[src/rtl/addr_bus_pkg.sv]
// Shared types and default constants for the address-bus arbiter and the
// addressable targets it drives.
package addr_bus_pkg;

    typedef enum logic [1:0] {
        READ         = 2'd0,
        WRITE        = 2'd1,
        READ_N_WRITE = 2'd2
    } ADDRESSED_DIRECTION;

    typedef enum logic [1:0] {
        IDLE  = 2'd0,
        ISSUE = 2'd1,
        DONE  = 2'd2
    } arb_state_t;

    localparam int DEFAULT_NUM_REQ        = 2;
    localparam int DEFAULT_ADDRESS_WIDTH  = 4;
    localparam int DEFAULT_TIMEOUT_CYCLES = 15;

endpackage

[src/rtl/rr_arbiter.sv]
// Combinational round-robin grant: the search starts at i_ptr and wraps,
// the first requesting index found wins.
module rr_arbiter #(
    parameter int NUM_REQ = 2
) (
    input  logic [NUM_REQ-1:0]         i_req,
    input  logic [$clog2(NUM_REQ)-1:0] i_ptr,
    output logic [NUM_REQ-1:0]         o_grant
);

    int   w_idx;
    logic w_found;

    always_comb begin
        o_grant = '0;
        w_found = 1'b0;
        w_idx   = 0;
        for (int k = 0; k < NUM_REQ; k++) begin
            w_idx = int'(i_ptr) + k;
            if (w_idx >= NUM_REQ) begin
                w_idx = w_idx - NUM_REQ;
            end
            if (!w_found && i_req[w_idx]) begin
                o_grant[w_idx] = 1'b1;
                w_found        = 1'b1;
            end
        end
    end

endmodule

[src/rtl/addr_bus_arbiter.sv]
// Round-robin address-bus arbiter: grants one requester at a time, issues a
// registered read or write strobe and waits for the matching ack or a timeout.
module addr_bus_arbiter
    import addr_bus_pkg::*;
#(
    parameter int NUM_REQ        = DEFAULT_NUM_REQ,
    parameter int ADDRESS_WIDTH  = DEFAULT_ADDRESS_WIDTH,
    parameter int TIMEOUT_CYCLES = DEFAULT_TIMEOUT_CYCLES
) (
    input  logic                             clk,
    input  logic                             rst,
    input  logic [NUM_REQ-1:0]               req_valid,
    input  logic [NUM_REQ*ADDRESS_WIDTH-1:0] req_address,
    input  logic [NUM_REQ-1:0]               req_write,
    output logic [NUM_REQ-1:0]               req_ready,
    output logic [NUM_REQ-1:0]               resp_done,
    output logic [NUM_REQ-1:0]               resp_error,
    output logic [ADDRESS_WIDTH-1:0]         active_address,
    output logic                             read_enable_in,
    output logic                             write_enable_in,
    input  logic                             read_enable_out,
    input  logic                             write_enable_out,
    output logic                             busy
);

    localparam int         PTR_W        = $clog2(NUM_REQ);
    localparam logic [7:0] TIMEOUT_LAST = 8'(TIMEOUT_CYCLES - 1);

    arb_state_t         r_state;
    ADDRESSED_DIRECTION r_dir;
    logic [PTR_W-1:0]   r_ptr;
    logic [PTR_W-1:0]   r_owner;
    logic [7:0]         r_wait;
    logic [ADDRESS_WIDTH-1:0] r_address;
    logic               r_rd_en;
    logic               r_wr_en;
    logic [NUM_REQ-1:0] r_done;
    logic [NUM_REQ-1:0] r_error;

    logic [NUM_REQ-1:0] w_grant;
    logic [PTR_W-1:0]   w_grant_idx;
    logic [PTR_W-1:0]   w_next_ptr;
    logic               w_accept;
    logic               w_ack;

    rr_arbiter #(
        .NUM_REQ (NUM_REQ)
    ) u_rr_arbiter (
        .i_req   (req_valid),
        .i_ptr   (r_ptr),
        .o_grant (w_grant)
    );

    always_comb begin
        w_grant_idx = '0;
        for (int i = 0; i < NUM_REQ; i++) begin
            if (w_grant[i]) begin
                w_grant_idx = PTR_W'(i);
            end
        end
    end

    // Grants are offered only in IDLE, and never while reset is held.
    assign req_ready  = (r_state == IDLE && !rst) ? w_grant : '0;
    assign w_accept   = |(req_valid & req_ready);
    assign w_next_ptr = (w_grant_idx == PTR_W'(NUM_REQ - 1)) ? '0 : w_grant_idx + PTR_W'(1);
    assign w_ack      = (r_dir == WRITE) ? write_enable_out : read_enable_out;

    always_ff @(posedge clk or posedge rst) begin
        if (rst) begin
            r_state   <= IDLE;
            r_dir     <= READ;
            r_ptr     <= '0;
            r_owner   <= '0;
            r_wait    <= '0;
            r_address <= '0;
            r_rd_en   <= 1'b0;
            r_wr_en   <= 1'b0;
            r_done    <= '0;
            r_error   <= '0;
        end else begin
            r_done  <= '0;
            r_error <= '0;
            case (r_state)
                IDLE: begin
                    if (w_accept) begin
                        r_owner   <= w_grant_idx;
                        r_address <= req_address[w_grant_idx*ADDRESS_WIDTH +: ADDRESS_WIDTH];
                        r_dir     <= req_write[w_grant_idx] ? WRITE : READ;
                        r_rd_en   <= !req_write[w_grant_idx];
                        r_wr_en   <= req_write[w_grant_idx];
                        r_wait    <= '0;
                        r_ptr     <= w_next_ptr;
                        r_state   <= ISSUE;
                    end
                end
                ISSUE: begin
                    // An ack on the final wait cycle still completes cleanly.
                    if (w_ack || r_wait == TIMEOUT_LAST) begin
                        r_rd_en          <= 1'b0;
                        r_wr_en          <= 1'b0;
                        r_done[r_owner]  <= 1'b1;
                        r_error[r_owner] <= !w_ack;
                        r_state          <= DONE;
                    end else begin
                        r_wait <= r_wait + 8'd1;
                    end
                end
                DONE: begin
                    r_state <= IDLE;
                end
                default: begin
                    r_state <= IDLE;
                end
            endcase
        end
    end

    assign active_address  = r_address;
    assign read_enable_in  = r_rd_en;
    assign write_enable_in = r_wr_en;
    assign resp_done       = r_done;
    assign resp_error      = r_error;
    assign busy            = (r_state != IDLE);

endmodule

[config.mk]
export PLATFORM = sky130hd
export DESIGN_NAME = addr_bus_arbiter
export DESIGN_NICKNAME = d
export VERILOG_FILES = /design/src/rtl/addr_bus_pkg.sv /design/src/rtl/rr_arbiter.sv /design/src/rtl/addr_bus_arbiter.sv
export SDC_FILE = /design/constraint.sdc
export NUM_CORES = 1
export LEC_CHECK = 0
export BUFFER_PORTS_ARGS = -buffer_cell sky130_fd_sc_hd__buf_2
export CAP_MARGIN = 25
export CORE_MARGIN = 5
export CORE_UTILIZATION = 53
export CTS_BUF_LIST = sky130_fd_sc_hd__clkbuf_8
export DETAILED_ROUTE_END_ITERATION = 7
export HOLD_SLACK_MARGIN = 0.03
export PLACE_DENSITY = 0.8
export SLEW_MARGIN = 20
export SYNTH_ARGS = -nofsm -noshare
export SYNTH_HDL_FRONTEND = slang
export SYNTH_SLANG_ARGS = --single-unit
export TNS_END_PERCENT = 1
[constraint.sdc]
create_clock -name clk -period 2.15 [get_ports clk]
set_clock_uncertainty 0.2 [all_clocks]
set_input_delay 0.1075 -clock clk [delete_from_list [all_inputs] [get_ports clk]]
set_output_delay 0.1075 -clock clk [all_outputs]
set_load 0.01 [all_outputs]
==> flow_summary.json <==
{
  "cp.required_ns": 2.11,
  "cts.sinks": 23,
  "die_h_um": 55.58,
  "drive_above_1_share_pct": 28.48,
  "viasPerCell": 5.618,
  "max_cap_viol_count": 0,
  "final_nets": 170,
  "avgSynthCellArea_um2": 11.01,
  "critPathMaxStageDelay_ns": 0.58,
  "fmax_ghz": 0.4895,
  "synth-seq-cells": 23,
  "die_w_um": 55.58,
  "fin_crit_sh_pct": 95.03,
  "insertion_delay_ns": 0.27,
  "antenna_found_initial": 0,
  "wl_per_cell_um": 16.47,
  "setup_viol": 0,
  "powerDensity_mw_per_mm2": 1006,
  "diodes": 0,
  "synth-async-reset-ratio_pct": 100.0,
  "yosysWarnings": 0,
  "drt_iter0_drc": 16,
  "synth_top_cell_area_share_pct": 52.27,
  "hold_viol_final": 0,
  "grt_usage_pct": 20.08,
  "hpwl_um": 1767,
  "cp_common_cell": "dlygate4sd3_1",
  "cp_max_fo": 6,
  "nFillCells": 136,
  "fin_crit_ns": 2.043,
  "cts_max_path_buffers": 2,
  "cpMaxStageDelayCell": "dlygate4sd3_1",
  "grt_pass1_vias": 1072,
  "drc_errors": 0,
  "post-place-ws_ns": 0.1129,
  "place_area_mm2": 0.001294,
  "start_util_pct": 56.12,
  "cts_tree": "yes",
  "crit_family": "buffers and inverters",
  "path_cells": "dlygate4sd3_1 > buf_2 > inv_1 > o21ai_4 > mux2i_1 > dlygate4sd3_1 > o21ai_1",
  "place.gp.congestion": 0.6999,
  "htree_levels": 1,
  "peakVddDrop_v": 0.0008539,
  "antenna_left": 0,
  "syn_inst": 100,
  "slew_viol_final": 0,
  "register_area_um2": 575.6,
  "ys_seq_area_share_pct": 52.27,
  "syn_to_final_growth_pct": 38.41,
  "synthTopCellsByArea": "dfrtp_1 52%, mux2i_1 4.5%, o21ai_1 3.6%, nand2_1 3.4%, a21oi_1 2.7%",
  "grt-ovfl-total": 0,
  "hold_path.class": "primary input to flop",
  "hold-worst-slack_ns": 0.04497,
  "port_buffers": 28,
  "worst-path-buf-inv": 4,
  "num_vias": 1000,
  "drtPass1Iterations": 4,
  "synthDistinctLibCells": 34,
  "die_area_mm2": 0.003089,
  "core_mm2": 0.001962,
  "num_rows": 16,
  "synth.largest_area_cell": "dfrtp_1",
  "synth_most_common_cell": "dfrtp_1",
  "wl_um": 2932,
  "multi_input_area_um2": 519.2,
  "worst_ep_arrival_time_ns": 2.00,
  "cts_buffers": 3,
  "run_status": "finished clean",
  "relSlewSlack_pct": 73.54,
  "crit_path_start_kind": "primary input",
  "cts.root.buffer_cell": "clkbuf_8",
  "end_kind": "flop",
  "netlist_area_mm2": 0.001101,
  "grt_max_degree": 17,
  "postCtsSetupBuffers": 0,
  "io_pins": 29,
  "synth_edf_count": 0,
  "clkSlewWorstSetupHoldPaths_ns": 0.08,
  "power_leakage_uw": 0.0007371,
  "grt_pass1_wl_um": 4912,
  "synth_ff_type": "dfrtp_1",
  "design_area_mm2": 0.001524,
  "crit_type": "primary input to flop",
  "final_util_pct": 77.68,
  "worstMarginPinSlew_ns": 0.3965,
  "synthesis.nets": 118,
  "synth_common_cells": "23 x dfrtp_1, 10 x nand2_1, 8 x o21ai_1, 6 x a21oi_1",
  "setup_ws_ns": 0.1069
}
-- flip-flops by register name, summed over array words and instances, names as in the netlist --
| name | cells |
|---|---|
| r_state | 2 |
| resp_done | 2 |
| r_ptr | 1 |
| r_dir | 1 |
| r_owner | 1 |
| active_address | 4 |
| write_enable_in | 1 |
| resp_error | 2 |
| read_enable_in | 1 |
| r_wait | 8 |
-- cells by family (layout without fill, tap and decap cells) --
| family | after synthesis | in the layout | share of synthesized area [%] |
|---|---|---|---|
| AND/OR/NAND/NOR | 32 | 32 | 16.48 |
| AO/OA/AOI/OAI | 31 | 31 | 20.34 |
| flip-flops | 23 | 23 | 52.27 |
| multiplexers | 6 | 6 | 6.591 |
| buffers and inverters | 6 | 57 | 2.045 |
| adder cells (fa/ha/maj) | 2 | 2 | 2.272 |
-- final cells by class --
cell class / count / share of cell area [%]
clock inverter: 1 / 0.3284
clock buffer: 3 / 2.709
inverter: 5 / 1.232
timing repair buffer: 48 / 21.67
multi-input combinational: 71 / 34.07
tap: 27 / 2.217
sequential: 23 / 37.77
-- per-layer routing --
| metal | vias to the layer above | global-route usage [%] | part of all wire, % |
|---|---|---|---|
| met5 | - | 0 | 0 |
| met4 | 0 | 11.46 | 3.6 |
| met3 | 10 | 3.248 | 3.8 |
| met2 | 34 | 36.32 | 53 |
| met1 | 485 | 21.93 | 40 |
| li1 | 471 | - | - |
-- metrics by stage --
stage	total power (µW)	cells	TNS (ns)
finish	1534	178	0
global route	1618	178	-0.01615
CTS	1493	177	0
detailed placement	1175	157	0
global placement	1143	157	0
floorplan	968.9	100	0
-- worst min-delay path: stages --
cell     delay (ns)
buf_2          0.10
mux2i_4        0.10
and3b_1        0.17
-- final timing paths --
path | startpoint | slack, ns | cells after the start | to
worst max-delay path | req_valid[0] | 0.11 | 7 | active_address[2]
worst min-delay path | read_enable_out | 0.04 | 3 | resp_error[0]
worst max register to register | r_wait[0] | 0.11 | 6 | r_wait[3]
worst min register to register | r_owner | 0.29 | 1 | resp_done[0]
max in group asynchronous | rst | 1.04 | 4 | r_wait[6]
min in group asynchronous | rst | 0.18 | 3 | resp_done[0]
-- power by group --
group          internal, µW  switching (µW)  total [µW]  leakage, µW
clock                   129             144         274    0.0000255
sequential              557            95.2         652     0.000300
combinational           278             330         608     0.000412
-- repair_timing --
action | CTS | global route
setup endpoints to repair | 0 | 6
hold buffers | 16 | 0
resized for setup | 0 | 2
endpoints found under the hold margin | 32 | 0
-- cell usage in the layout (no fill, tap or decap), types with 2 or more instances in the layout --
cell / n
clkbuf_8: 3
dlygate4sd3_1: 16
buf_4: 3
o21a_1: 3
nor3_1: 3
nand3_1: 3
inv_1: 5
ha_1: 2
a21oi_1: 6
o21ai_1: 8
dfrtp_1: 23
buf_2: 28
mux2i_1: 5
and2_1: 3
nand2_1: 10
o31ai_1: 4
or4_1: 3
(Power assumes the default switching activity.)
